==> config.mk <==
export PLATFORM = sky130hd
export DESIGN_NAME = mem_wb_stage
export DESIGN_NICKNAME = d
export VERILOG_FILES = /design/src/rtl/mem_wb_pkg.sv /design/src/rtl/mem_wb_reg.sv /design/src/rtl/mem_wb_stage.sv
export SDC_FILE = /design/constraint.sdc
export NUM_CORES = 1
export LEC_CHECK = 0
export CAP_MARGIN = 15
export CORE_AREA = 2 2 96 98
export CTS_CLUSTER_SIZE = 25
export DETAILED_ROUTE_END_ITERATION = 16
export DIE_AREA = 0 0 98 100
export GPL_TIMING_DRIVEN = 0
export PLACE_DENSITY = 0.77
export SLEW_MARGIN = 20
export SYNTH_ARGS = -nofsm -noshare
export SYNTH_HDL_FRONTEND = slang
export SYNTH_SLANG_ARGS = --single-unit
==> constraint.sdc <==
create_clock -name clk -period 3.85 [get_ports clk]
set_clock_uncertainty 0.05 [all_clocks]
set_input_delay 0.5775 -clock clk [delete_from_list [all_inputs] [get_ports clk]]
set_output_delay 0.5775 -clock clk [all_outputs]
set_load 0.005 [all_outputs]
==> src/rtl/mem_wb_pkg.sv <==
// Shared MEM/WB pipeline types: FSM state, widths and the bubble bundle.
package mem_wb_pkg;

    localparam int XLEN  = 32;
    localparam int REG_W = 5;

    typedef enum logic {
        ST_IDLE = 1'b0,
        ST_WAIT = 1'b1
    } mem_state_t;

    typedef struct packed {
        logic             regwrite;
        logic [REG_W-1:0] writereg;
        logic [XLEN-1:0]  result;
    } wb_t;

    localparam wb_t WB_BUBBLE = '0;

endpackage

==> src/rtl/mem_wb_reg.sv <==
// MEM/WB write-back register; loads a bubble or the live bundle each cycle.
module mem_wb_reg
    import mem_wb_pkg::*;
(
    input  logic i_clk,
    input  logic i_reset,
    input  logic i_bubble,
    input  wb_t  i_wb,
    output wb_t  o_wb
);

    wb_t r_wb;

    always_ff @(posedge i_clk) begin
        if (i_reset) begin
            r_wb <= WB_BUBBLE;
        end else if (i_bubble) begin
            r_wb <= WB_BUBBLE;
        end else begin
            r_wb <= i_wb;
        end
    end

    assign o_wb = r_wb;

endmodule

==> src/rtl/mem_wb_stage.sv <==
// MEM stage data-memory handshake FSM with timeout, result mux and WB register.
module mem_wb_stage
    import mem_wb_pkg::*;
#(
    parameter int TIMEOUT_CYCLES = 16,
    parameter int ADDR_W         = 32
) (
    input  logic              clk,
    input  logic              reset,
    input  logic              RegWrite_MEM,
    input  logic              MemToReg_MEM,
    input  logic              MemWrite_MEM,
    input  logic              JAL_MEM,
    input  logic [XLEN-1:0]   AluOut_MEM,
    input  logic [XLEN-1:0]   RtD_MEM,
    input  logic [XLEN-1:0]   PCPlus4_MEM,
    input  logic [REG_W-1:0]  WriteReg_MEM,
    output logic              dmem_req,
    output logic              dmem_we,
    output logic [ADDR_W-1:0] dmem_addr,
    output logic [XLEN-1:0]   dmem_wdata,
    input  logic [XLEN-1:0]   dmem_rdata,
    input  logic              dmem_ack,
    output logic              stall_mem,
    output logic              RegWrite_WB,
    output logic [REG_W-1:0]  WriteReg_WB,
    output logic [XLEN-1:0]   Result_WB,
    output logic              misalign_err,
    output logic              bus_err
);

    localparam int CNT_W =
        (TIMEOUT_CYCLES > 1) ? $clog2(TIMEOUT_CYCLES) : 1;
    localparam logic [CNT_W-1:0] CNT_LAST =
        CNT_W'(TIMEOUT_CYCLES - 1);

    mem_state_t       r_state;
    mem_state_t       w_next;
    logic [CNT_W-1:0] r_cnt;
    logic [CNT_W-1:0] w_cnt_next;
    logic             r_misalign;
    logic             r_bus_err;

    logic w_memop;
    logic w_load;
    logic w_aligned;
    logic w_req;
    logic w_stall;
    logic w_bubble;
    logic w_set_mis;
    logic w_set_bus;
    wb_t  w_wb_in;
    wb_t  w_wb_out;

    assign w_memop   = MemToReg_MEM | MemWrite_MEM;
    assign w_load    = MemToReg_MEM & ~MemWrite_MEM;
    assign w_aligned = (AluOut_MEM[1:0] == 2'b00);

    always_comb begin
        w_next     = r_state;
        w_cnt_next = r_cnt;
        w_req      = 1'b0;
        w_stall    = 1'b0;
        w_bubble   = 1'b0;
        w_set_mis  = 1'b0;
        w_set_bus  = 1'b0;
        unique case (r_state)
            ST_IDLE: begin
                if (w_memop && !w_aligned) begin
                    w_bubble  = 1'b1;
                    w_set_mis = 1'b1;
                end else if (w_memop) begin
                    w_req = 1'b1;
                    if (!dmem_ack) begin
                        w_stall    = 1'b1;
                        w_bubble   = 1'b1;
                        w_next     = ST_WAIT;
                        w_cnt_next = '0;
                    end
                end
            end
            ST_WAIT: begin
                if (dmem_ack) begin
                    w_req  = 1'b1;
                    w_next = ST_IDLE;
                end else if (r_cnt == CNT_LAST) begin
                    // Give up: drop the request and let the pipe move on.
                    w_bubble  = 1'b1;
                    w_set_bus = 1'b1;
                    w_next    = ST_IDLE;
                end else begin
                    w_req      = 1'b1;
                    w_stall    = 1'b1;
                    w_bubble   = 1'b1;
                    w_cnt_next = r_cnt + 1'b1;
                end
            end
            default: w_next = ST_IDLE;
        endcase
        if (reset) begin
            w_req   = 1'b0;
            w_stall = 1'b0;
        end
    end

    always_ff @(posedge clk) begin
        if (reset) begin
            r_state    <= ST_IDLE;
            r_cnt      <= '0;
            r_misalign <= 1'b0;
            r_bus_err  <= 1'b0;
        end else begin
            r_state    <= w_next;
            r_cnt      <= w_cnt_next;
            r_misalign <= r_misalign | w_set_mis;
            r_bus_err  <= r_bus_err | w_set_bus;
        end
    end

    always_comb begin
        w_wb_in.regwrite = RegWrite_MEM;
        w_wb_in.writereg = WriteReg_MEM;
        if (JAL_MEM) begin
            w_wb_in.result = PCPlus4_MEM;
        end else if (w_load) begin
            w_wb_in.result = dmem_rdata;
        end else begin
            w_wb_in.result = AluOut_MEM;
        end
    end

    mem_wb_reg u_wb_reg (
        .i_clk    (clk),
        .i_reset  (reset),
        .i_bubble (w_bubble),
        .i_wb     (w_wb_in),
        .o_wb     (w_wb_out)
    );

    assign dmem_req     = w_req;
    assign dmem_we      = MemWrite_MEM & w_req;
    assign dmem_addr    = AluOut_MEM[ADDR_W-1:0];
    assign dmem_wdata   = RtD_MEM;
    assign stall_mem    = w_stall;
    assign RegWrite_WB  = w_wb_out.regwrite;
    assign WriteReg_WB  = w_wb_out.writereg;
    assign Result_WB    = w_wb_out.result;
    assign misalign_err = r_misalign;
    assign bus_err      = r_bus_err;

endmodule

==> results list <==
* Site Rows: 35
- The worst setup path is captured at an output port.
* Pin count of the biggest net entering global routing: 14
- Relative contribution of combinational cells to total power: 0.314
- Flop pwr share: 0.399
- Overall Global Routing Usage: 0.165
* Multi-input gate area: 1040 um^2
- # Post-CTS Setup Buffers: 0
- Antenna diode count: 0
* Launch point of the worst path: MemToReg_MEM
- The worst pin sits at a relative slew slack of 0.478.
* Leakage power: 2.07 nW
- Type of the tightest min-delay check: flip-flop to flip-flop
* First-pass GRT wire length: 12,900 um
* Kind of critical path: input pin to output port
- Yosys mapped the design onto 29 distinct sky130hd cell types.
- The congestion estimate from routability-driven global placement came to 0.773.
* Clock period minus worst slack: 3.12 ns
* Number of buffers and inverters on the critical path: 2
* Setup repair after global routing missed its margin: no
* Final hold violations: 0
- Most numerous cell types in the synthesized netlist: 64 x sky130_fd_sc_hd__buf_4, 46 x sky130_fd_sc_hd__nor2_1, 45 x sky130_fd_sc_hd__dfxtp_1
* Initial core utilization: 0.285
- Reg-to-reg startpoint: r_cnt[0]
* Number of design-rule violations left by the first detailed-router iteration: 36
- Of all nets on the critical path, the largest fanout is 7.
- At the placement stage, the worst setup path has a slack of 0.743 ns.
- Count of final setup violators: 0
- Power density over the cells: 250 nW/um^2
* Number of sinks handled by clock tree synthesis: 45
- The worst hold path passes through 2 cells.
* H-Tree Depth: 2
* Clk pin slew, worst setup/hold paths: 0.08 ns
* Cell with the largest stage delay on the worst path: sky130_fd_sc_hd__clkdlybuf4s50_1
- Fill count: 788
- Worst path arrival time: 2.49 ns
- Summing all flip-flop and latch instances after layout gives 901 um^2.
- Primary flip-flop cell chosen by synthesis mapping: sky130_fd_sc_hd__dfxtp_1
- Of the available clock period, the critical path in the final layout requires 0.810.
- Critical path cell sequence: clkdlybuf4s50_1, or2_2, a21oi_1, nor3_1, and2_1, clkdlybuf4s50_1
- After synthesis the cells add up to 2530 um^2.
* Origin of the worst min-delay path: misalign_err
- Crit path max-delay family: buffers and inverters
* Routed length per instance: 14.3 um
* Yosys top cell by area: sky130_fd_sc_hd__dfxtp_1
* Synthesis warning total: 0
- Root Buffer: sky130_fd_sc_hd__clkbuf_8
- Max VDD drop: 0.150 mV
* Synthesized netlist net count: 409
* WP data required: 3.22 ns
- Maximum frequency from static timing analysis: 321 MHz
* Hold_buf cts: 0
* RR Endpoint: r_cnt[0]
- Measured along the x axis, the die boundary spans 98 um.
- Before antenna repair, the detailed router went through 4 iterations.
- The share of synthesized area in the top cell type comes to 0.355.
- Post-cts resize count: 0
* Post-layout net count: 628
- Number of top-level design ports: 247
- Total via count after detailed routing: 2,590
- For hold timing, the worst endpoint is misalign_err.
- DP HPWL: 7240 um
- Among the stages of the critical path, the cell type that occurs most often is sky130_fd_sc_hd__clkdlybuf4s50_1.
- Of the total power, the clock network draws 0.287.
- For this design the total switching power over the nets is 0.278 mW.
- Share of synthesized area occupied by flip-flops and latches: 0.355
* Async set-or-reset flop fraction in the synthesized netlist: 0
* Placeable core region: 8890 um^2
- Counting flops with a built-in enable in the synthesized netlist gives 0.
* Final routed wirelength across all metal layers: 8530 um
- Mean number of vias per cell: 4.33
- In this run the remaining antenna-violating nets after routing total 0.
* Ratio of cells with drive above 1 in the final layout: 0.222
- Outcome: completed
- The longest clock path from root to sink contains 2 buffers.
* Synth Area per Inst: 9.46 um^2
* Insertion delay to the later sink of the worst-skew pair: 0.29 ns
* Largest incremental delay on the critical path: 0.47 ns
- For the worst flop-to-flop path, the logic depth is 4.
- Layout overhead on the synthesized area: 93.3%
- Synthesis produced a netlist whose cell count is 268.
- Int Pwr: 0.946 mW
* Vertical die dimension: 100 um
- Reported max-cap violation count: 0
- For the pin with the worst max-slew slack, the measured transition is 0.783 ns.
* Clock buffers created by TritonCTS: 5
- TritonCTS built the clock tree.
- Leading cell types by total area after synthesis: sky130_fd_sc_hd__dfxtp_1 36%, sky130_fd_sc_hd__buf_4 19%, sky130_fd_sc_hd__mux2i_1 13%
* Port-buffer cells: 212
* Vias in the first global route: 2,628
- The worst path meets setup with 0.731 ns of slack.
- Congestion Overflow GR: 0
- The number of slew-limit violations in the final report is 0.
- Switching part of the total: 0.227
- TNS Setup: 0 ns
- For flop-to-flop paths, the worst setup slack is 2.22 ns.
- The number of antenna violations at the first check in global routing came to 0.
- In the routed design, unresolved DRC markers number 0.
* Setup crit start kind: input pin
- The die covers 9800 um^2.
- Total of flip-flops plus latches after synthesis: 45
- sky130_fd_sc_hd__buf_4 is the most common cell in the netlist.
[worst max-delay path by stage]
| stage | cells past startpoint | slack (ns) | end |
|---|---|---|---|
| final | 6 | 0.73 | dmem_we |
| after CTS | 6 | 0.74 | dmem_we |
| after global routing | 6 | 0.63 | dmem_we |
| after global placement | 6 | 0.79 | dmem_we |
| after detailed placement | 6 | 0.74 | dmem_we |
| after floorplan | 4 | 1.79 | dmem_we |
[state kept, by name, summed over array words and instances (netlist names)]
signal         cells
bus_err            1
misalign_err       1
r_cnt              4
r_state            1
u_wb_reg.o_wb     38
[cell type report]
| type | instances | share of cell area |
|---|---|---|
| clock inverter | 2 | 0.00715 |
| clock buffer | 5 | 0.0140 |
| tap | 111 | 0.0283 |
| inverter | 6 | 0.00460 |
| timing repair buffer | 212 | 0.433 |
| buffer | 78 | 0.116 |
| multi-input combinational | 139 | 0.213 |
| sequential | 45 | 0.184 |
[cells in the final DEF (no fill, tap or decap)]
master | synthesis | final
sky130_fd_sc_hd__clkdlybuf4s50_1 | 0 | 212
sky130_fd_sc_hd__buf_4 | 64 | 64
sky130_fd_sc_hd__nor2_1 | 46 | 46
sky130_fd_sc_hd__dfxtp_1 | 45 | 45
sky130_fd_sc_hd__mux2i_1 | 33 | 33
sky130_fd_sc_hd__mux2_2 | 24 | 24
sky130_fd_sc_hd__mux2_1 | 8 | 8
sky130_fd_sc_hd__inv_1 | 6 | 6
sky130_fd_sc_hd__clkbuf_8 | 0 | 5
sky130_fd_sc_hd__buf_6 | 4 | 4
sky130_fd_sc_hd__a21oi_1 | 4 | 4
sky130_fd_sc_hd__nor3_1 | 4 | 4
sky130_fd_sc_hd__buf_2 | 3 | 3
sky130_fd_sc_hd__buf_1 | 3 | 3
sky130_fd_sc_hd__o21ai_0 | 3 | 3
sky130_fd_sc_hd__clkbuf_1 | 2 | 2
sky130_fd_sc_hd__nand2b_1 | 2 | 2
sky130_fd_sc_hd__or3_1 | 2 | 2
sky130_fd_sc_hd__clkbuf_2 | 2 | 2
sky130_fd_sc_hd__nand2_1 | 2 | 2
sky130_fd_sc_hd__nand3_1 | 1 | 1
sky130_fd_sc_hd__or2_2 | 1 | 1
sky130_fd_sc_hd__and2_1 | 1 | 1
sky130_fd_sc_hd__a41o_1 | 1 | 1
sky130_fd_sc_hd__nor3_2 | 1 | 1
sky130_fd_sc_hd__o2111ai_1 | 1 | 1
sky130_fd_sc_hd__a211oi_1 | 1 | 1
sky130_fd_sc_hd__nand4_1 | 1 | 1
sky130_fd_sc_hd__o21ba_2 | 1 | 1
sky130_fd_sc_hd__or3b_2 | 1 | 1
sky130_fd_sc_hd__ha_1 | 1 | 1
sky130_fd_sc_hd__clkinv_2 | 0 | 1
sky130_fd_sc_hd__bufinv_16 | 0 | 1
[power by group through the flow]
stage          clock, mW  sequential (mW)  combinational [mW]
2_1_floorplan          0            0.502               0.144
3_3_place_gp           0            0.499               0.381
3_5_place_dp           0            0.500               0.387
4_1_cts            0.364            0.489               0.389
5_1_grt            0.381            0.491               0.411
6_report           0.351            0.489               0.384
[logic make-up after synthesis]
kind of cell               after synthesis  share of synthesized area
AOI/OAI and AO/OA                       11                     0.0281
adders and majority gates                1                    0.00494
buffers and inverters                   84                      0.233
DFF                                     45                      0.355
muxes                                   65                      0.272
and+or+nand+nor                         62                      0.106
[metrics by stage]
stage	hold slack, ns	power, mW	cell area, um^2	utilization	instances
CTS	0.438	1.24	4900	0.551	598
floorplan	0.415	0.646	2530	-	268
global route	0.457	1.28	4900	0.551	598
global placement	0.404	0.880	4800	0.539	591
finish	0.431	1.22	4900	0.551	598
detailed placement	0.415	0.887	4800	0.539	591
[worst register-to-register path, stage by stage, from the launching register on]
cell and delay, ns:
sky130_fd_sc_hd__dfxtp_1 0.35, sky130_fd_sc_hd__ha_1 0.23, sky130_fd_sc_hd__a41o_1 0.32, sky130_fd_sc_hd__or3b_2 0.49, sky130_fd_sc_hd__a21oi_1 0.12
[per-layer routing]
metal	GRT usage	up-vias	share of wire
met5	0	-	0
met4	0.0224	0	0.0023
met3	0.0550	2	0.099
met2	0.322	153	0.53
met1	0.175	1180	0.36
li1	-	1255	-
Power figures use the tool's default switching activity.
